File: config.mk
export PLATFORM = sky130hd
export DESIGN_NAME = sb_line_streamer_flat
export DESIGN_NICKNAME = d
export VERILOG_FILES = /design/src/rtl/sb_line_streamer_if.sv /design/src/rtl/sb_line_streamer.sv /design/src/flat_wrapper.sv
export SDC_FILE = /design/constraint.sdc
export NUM_CORES = 1
export LEC_CHECK = 0
export BUFFER_PORTS_ARGS = -buffer_cell sky130_fd_sc_hd__buf_2
export CAP_MARGIN = 10
export CORE_AREA = 2 2 407 409
export DETAILED_ROUTE_END_ITERATION = 6
export DIE_AREA = 0 0 409 411
export HOLD_SLACK_MARGIN = 0.08
export SYNTH_ARGS = -nofsm -noshare
export SYNTH_HDL_FRONTEND = slang
export SYNTH_SLANG_ARGS = --single-unit
File: constraint.sdc
create_clock -name CLK -period 49.7 [get_ports CLK]
set_clock_uncertainty 0.1 [all_clocks]
set_input_delay 4.97 -clock CLK [delete_from_list [all_inputs] [get_ports CLK]]
set_output_delay 4.97 -clock CLK [all_outputs]
set_load 0.05 [all_outputs]
File: src/rtl/sb_line_streamer_if.sv
// Bundle of command, buffer-port and output-stream signals for sb_line_streamer.
// The master view belongs to the streamer; the slave view belongs to whatever
// surrounds it (command source, 1-cycle-latency buffer and line consumer).
interface sb_line_streamer_if #(
    parameter int AW = 6,
    parameter int DW = 512
);
    // command channel
    logic          cmd_valid;
    logic          cmd_ready;
    logic [AW-1:0] cmd_addr;
    logic [AW:0]   cmd_len;
    // buffer read port (active-low controls)
    logic          sb_cen;
    logic          sb_wen;
    logic          sb_retn;
    logic [AW-1:0] sb_a;
    logic [DW-1:0] sb_q;
    // output line stream
    logic          out_valid;
    logic          out_ready;
    logic [DW-1:0] out_data;
    logic          out_last;
    // status
    logic          busy;
    logic          done;

    modport master (
        input  cmd_valid, cmd_addr, cmd_len, sb_q, out_ready,
        output cmd_ready, sb_cen, sb_wen, sb_retn, sb_a,
               out_valid, out_data, out_last, busy, done
    );

    modport slave (
        output cmd_valid, cmd_addr, cmd_len, sb_q, out_ready,
        input  cmd_ready, sb_cen, sb_wen, sb_retn, sb_a,
               out_valid, out_data, out_last, busy, done
    );
endinterface

File: src/rtl/sb_line_streamer.sv
// Read-side streamer for the shared line buffer: turns an (addr, len) command
// into single-cycle reads, absorbs the 1-cycle read latency through a small
// output FIFO and presents lines on a valid/ready stream.
module sb_line_streamer #(
    parameter int AW = 6,
    parameter int DW = 512,
    parameter int FD = 2
) (
    input  logic                CLK,
    input  logic                RST,
    sb_line_streamer_if.master  bus
);
    localparam int PW   = (FD > 1) ? $clog2(FD) : 1;
    localparam int CW   = $clog2(FD + 1);
    localparam int CMPW = CW + 1;

    typedef enum logic [1:0] {
        IDLE  = 2'd0,
        RUN   = 2'd1,
        DRAIN = 2'd2
    } state_t;

    state_t          r_state;
    logic [AW-1:0]   r_rd_addr;
    logic [AW:0]     r_remaining;
    logic [AW:0]     r_beats_left;
    logic            r_done;
    logic            r_inflight;

    logic [DW-1:0]   r_fifo [FD];
    logic [PW-1:0]   r_wr_ptr;
    logic [PW-1:0]   r_rd_ptr;
    logic [CW-1:0]   r_count;

    logic            w_out_valid;
    logic            w_pop;
    logic            w_last;
    logic            w_issue;
    logic [CMPW-1:0] w_used;
    logic [CMPW-1:0] w_limit;

    function automatic logic [PW-1:0] next_ptr(input logic [PW-1:0] p);
        return (p == PW'(FD - 1)) ? '0 : p + 1'b1;
    endfunction

    // Read issue: the capture slot of an in-flight read is already counted as
    // occupied, and a pop in this same cycle frees a slot immediately.
    always_comb begin
        w_out_valid = (r_count != '0);
        w_pop       = w_out_valid & bus.out_ready;
        w_last      = w_out_valid & (r_beats_left == {{AW{1'b0}}, 1'b1});
        w_used      = CMPW'(r_count) + CMPW'(r_inflight);
        w_limit     = CMPW'(FD) + CMPW'(w_pop);
        w_issue     = !RST && (r_state == RUN) && (r_remaining != '0) && (w_used < w_limit);
    end

    assign bus.cmd_ready = (r_state == IDLE) && !RST;
    assign bus.busy      = (r_state != IDLE);
    assign bus.done      = r_done;
    assign bus.sb_cen    = ~w_issue;
    assign bus.sb_wen    = 1'b1;
    assign bus.sb_retn   = 1'b1;
    assign bus.sb_a      = r_rd_addr;
    assign bus.out_valid = w_out_valid;
    assign bus.out_data  = r_fifo[r_rd_ptr];
    assign bus.out_last  = w_last;

    // Command FSM: latch command, walk the address range, wait for final pop.
    always_ff @(posedge CLK) begin
        if (RST) begin
            r_state      <= IDLE;
            r_rd_addr    <= '0;
            r_remaining  <= '0;
            r_beats_left <= '0;
            r_done       <= 1'b0;
        end else begin
            r_done <= 1'b0;
            if (w_pop) begin
                r_beats_left <= r_beats_left - 1'b1;
            end
            case (r_state)
                IDLE: begin
                    if (bus.cmd_valid) begin
                        r_rd_addr    <= bus.cmd_addr;
                        r_remaining  <= bus.cmd_len;
                        r_beats_left <= bus.cmd_len;
                        if (bus.cmd_len == '0) begin
                            r_done <= 1'b1;
                        end else begin
                            r_state <= RUN;
                        end
                    end
                end
                RUN: begin
                    if (w_issue) begin
                        r_rd_addr   <= r_rd_addr + 1'b1;
                        r_remaining <= r_remaining - 1'b1;
                        if (r_remaining == {{AW{1'b0}}, 1'b1}) begin
                            r_state <= DRAIN;
                        end
                    end
                end
                DRAIN: begin
                    if (w_pop && w_last) begin
                        r_state <= IDLE;
                        r_done  <= 1'b1;
                    end
                end
                default: r_state <= IDLE;
            endcase
        end
    end

    // FIFO control: the cycle after an issue, the buffer output is captured.
    always_ff @(posedge CLK) begin
        if (RST) begin
            r_inflight <= 1'b0;
            r_wr_ptr   <= '0;
            r_rd_ptr   <= '0;
            r_count    <= '0;
        end else begin
            r_inflight <= w_issue;
            if (r_inflight) begin
                r_wr_ptr <= next_ptr(r_wr_ptr);
            end
            if (w_pop) begin
                r_rd_ptr <= next_ptr(r_rd_ptr);
            end
            case ({r_inflight, w_pop})
                2'b10:   r_count <= r_count + 1'b1;
                2'b01:   r_count <= r_count - 1'b1;
                default: r_count <= r_count;
            endcase
        end
    end

    // FIFO storage: no reset needed, occupancy is tracked by r_count.
    always_ff @(posedge CLK) begin
        if (r_inflight) begin
            r_fifo[r_wr_ptr] <= bus.sb_q;
        end
    end
endmodule

File: src/flat_wrapper.sv
// flat-port wrapper written by rule: the top's interface ports become plain ports
module sb_line_streamer_flat 
#(
    parameter int AW = 6,
    parameter int DW = 512,
    parameter int FD = 2
)
  (CLK, RST, bus_cmd_valid, bus_cmd_addr, bus_cmd_len, bus_sb_q, bus_out_ready, bus_cmd_ready, bus_sb_cen, bus_sb_wen, bus_sb_retn, bus_sb_a, bus_out_valid, bus_out_data, bus_out_last, bus_busy, bus_done);
  sb_line_streamer_if #(.AW(AW), .DW(DW)) bus_i ();
  input  logic CLK;
  input  logic RST;
  input wire logic [$bits(bus_i.cmd_valid)-1:0] bus_cmd_valid;
  input wire logic [$bits(bus_i.cmd_addr)-1:0] bus_cmd_addr;
  input wire logic [$bits(bus_i.cmd_len)-1:0] bus_cmd_len;
  input wire logic [$bits(bus_i.sb_q)-1:0] bus_sb_q;
  input wire logic [$bits(bus_i.out_ready)-1:0] bus_out_ready;
  output wire logic [$bits(bus_i.cmd_ready)-1:0] bus_cmd_ready;
  output wire logic [$bits(bus_i.sb_cen)-1:0] bus_sb_cen;
  output wire logic [$bits(bus_i.sb_wen)-1:0] bus_sb_wen;
  output wire logic [$bits(bus_i.sb_retn)-1:0] bus_sb_retn;
  output wire logic [$bits(bus_i.sb_a)-1:0] bus_sb_a;
  output wire logic [$bits(bus_i.out_valid)-1:0] bus_out_valid;
  output wire logic [$bits(bus_i.out_data)-1:0] bus_out_data;
  output wire logic [$bits(bus_i.out_last)-1:0] bus_out_last;
  output wire logic [$bits(bus_i.busy)-1:0] bus_busy;
  output wire logic [$bits(bus_i.done)-1:0] bus_done;
  assign bus_i.cmd_valid = bus_cmd_valid;
  assign bus_i.cmd_addr = bus_cmd_addr;
  assign bus_i.cmd_len = bus_cmd_len;
  assign bus_i.sb_q = bus_sb_q;
  assign bus_i.out_ready = bus_out_ready;
  assign bus_cmd_ready = bus_i.cmd_ready;
  assign bus_sb_cen = bus_i.sb_cen;
  assign bus_sb_wen = bus_i.sb_wen;
  assign bus_sb_retn = bus_i.sb_retn;
  assign bus_sb_a = bus_i.sb_a;
  assign bus_out_valid = bus_i.out_valid;
  assign bus_out_data = bus_i.out_data;
  assign bus_out_last = bus_i.out_last;
  assign bus_busy = bus_i.busy;
  assign bus_done = bus_i.done;
  sb_line_streamer #(.AW(AW), .DW(DW), .FD(FD)) u_core (.CLK(CLK), .RST(RST), .bus(bus_i));
endmodule
==> flow_summary.yaml <==
sta:
  finalMaxSlewViolations: 0
  tightest_slew_ps: 1060
  period_share_pct: 23.3
  fin_crit_ps: 11580
  maxSlewHeadroom_pct: 29.0
  rsz0062_at_grt: "false"
  tns_ps: 0
  fmax_mhz: 86.4
  setup_viol: 0
  hold_viol: 0
drt:
  first_pass_iters: 7
  wire_per_inst_microns: 21.7
  drtAntennaViolNets: 0
  dr_total_vias: 21100
  drt_wl_total_microns: 114000
  viasPerCell: 4.02
  drt_iter0_markers: 1357
  drcViolationCount: 0
die:
  die_area_sq_um: 168000
  io_pins: 1055
  start_util_pct: 23.5
  core_sq_um: 164000
  fp.dieW_microns: 409
  chipHeight_microns: 411
  row_count: 149
placed_design:
  gp_congestion: 0.843
  dp_hpwl_microns: 84100
  port_buffers: 1052
critical_path:
  critPathMaxFanout: 32
  cp_common_cell: "buf_2"
  rrSetupSlack_ps: 44580
  slowest_delay_ps: 460
  arrival_ps: 6510
  path_class: "primary input to output pin"
  cp-end-kind: "output pin"
  path_delay_family: "simple AND/OR/NAND/NOR gates"
  cp.required_ps: 44630
  crit_buf_inv: 3
  crit_chain: "buf_2, nor3_2, and3_1, inv_1, buf_2"
  slowest_stage: "and3_1"
  worst_setup_path_start_kind: "primary input"
synth:
  netlist.area_leader.share_pct: 79.9
  ys.flop_type: "edfxtp_1"
  syn-cell-area_sq_um: 38500
  synth_most_common_cell: "edfxtp_1"
  synth_top_area_cell: "edfxtp_1"
  synth_common_cells: "edfxtp_1, mux2_2, buf_2"
  ys_types: 45
  synth_edf_count: 1024
  syn_area_per_cell_sq_um: 21.3
  synth-async-reset-ratio_pct: 0
  synth_cells: 1808
  yosysSeqAreaShare_pct: 81.4
  synthTopCellsByArea: "edfxtp_1, mux2_2, dfxtp_1"
  synth_warnings: 0
  synth.ff_latch_count: 1053
clock_network:
  cts_tree: "built"
  cts-htree-levels: 3
  clk_latency_ps: 730
  cts.repair.resized: 0
  cts_setup_buffers: 0
  cts_root_buf: "clkbuf_16"
  cts.path.max_buffers: 3
  holdBufCountCts: 0
  cts.sinks: 1053
  cts_made_buffers: 112
  cts.clk_slew.worst_paths_ps: 60
global_routing:
  grt_max_degree: 132
  grt_pass1_wl_microns: 155000
  grt_usage_pct: 12.9
  overflow: 0
  grt_pass1_vias: 21600
  antenna_found_initial: 92
run_status:
  outcome: "finished, final reports clean"
pwr:
  vdd_drop_max_v: 0.0000438
  power_density_nw_per_um2: 47.1
  totalPowerFinal_mw: 2.35
  p_leak_nw: 17.7
job:
  maxCapViolCount: 0
finish:
  nets: 3466
  area_delta_synth_final_pct: 29.9
  post-route-util_pct: 30.5
  fillCellCount: 16300
  seqCellArea_sq_um: 31300
  multiInputGateArea_sq_um: 6770
  drive_gt1_share_pct: 57.8
min_path:
  hp-class: "register to register"
## power breakdown
group | switching [mW] | leakage (nW) | internal, mW
Sequential | 0.0104 | 9.51 | 1.01
Combinational | 0.382 | 6.49 | 0.141
Clock | 0.348 | 1.71 | 0.463
## flip-flops by register name, summed over array words and instances (netlist names), named ones only
name / cells
u_core.r_inflight: 1
u_core.r_state: 2
u_core.r_fifo: 1024
u_core.r_count: 2
u_core.bus.done: 1
u_core.r_beats_left: 7
u_core.r_remaining: 7
u_core.bus.sb_a: 6
u_core.r_wr_ptr: 1
u_core.r_rd_ptr: 1
## layer usage
layer | global-route usage (%) | vias to the layer above | wire (microns)
met1 | 13.8 | 10500 | 41000
met3 | 5.62 | 231 | 11200
met5 | 1.05 | - | 276
met4 | 6.15 | 12 | 3430
met2 | 21.8 | 880 | 57800
li1 | - | 9488 | -
## cells in the final DEF, fill, tap and decap left out, types with 20 or more instances in the layout
cell and count:
nor2_1 28, diode_2 34, clkinv_1 24, buf_2 1052, mux2_2 512, clkbuf_1 36
edfxtp_1 1024, buf_4 22, a21oi_1 20, dfxtp_1 28, clkbuf_16 115
## stage by stage
step / worst slack, ps / instance area (sq um) / cells / hold slack, ps
after detailed placement: 38100 / 46300 / 5003 / 362
after floorplan: 26510 / 38500 / 1809 / 346
after global routing: 37980 / 50000 / 5243 / 393
after CTS: 38090 / 49900 / 5213 / 370
final: 38120 / 50000 / 5247 / 372
after global placement: 38120 / 46300 / 5003 / 360
## tightest hold or removal path, delay by kind of cell (launching register included)
family | cells | cell delay [ps]
AO/OA/AOI/OAI | 1 | 50
flip-flops | 1 | 320
AND/OR/NAND/NOR | 1 | 60
## cell families (layout without fill, tap and decap cells)
group	count (synthesis)	in the layout	share of synthesized area [%]
XOR/XNOR	9	9	0.205
flip-flops	1053	1053	81.4
AND/OR/NAND/NOR	86	86	1.14
multiplexers	512	512	15.0
buffers and inverters	81	1296	0.989
AO/OA/AOI/OAI	57	57	0.933
other	1	36	0.00975
adder cells (fa/ha/maj)	9	9	0.293
## path summary, 6_finish.rpt
path                    startpoint                     to  cells after the start
max                            RST             bus_sb_cen                      5
min          u_core.r_remaining[1]  u_core.r_remaining[1]                      2
max reg2reg      u_core.r_inflight  u_core.r_fifo[0][158]                      6
min reg2reg  u_core.r_remaining[1]  u_core.r_remaining[1]                      2
## final cells by class
| type | count | share of cell area (%) |
|---|---|---|
| Sequential cell | 1053 | 62.7 |
| Clock inverter | 58 | 1.05 |
| Tap cell | 2189 | 5.48 |
| Antenna cell | 34 | 0.170 |
| Timing Repair Buffer | 1075 | 10.9 |
| Inverter | 11 | 0.0826 |
| Multi-Input combinational cell | 675 | 13.6 |
| Clock buffer | 152 | 6.06 |
Note: power is estimated with default switching activity, not from simulation.
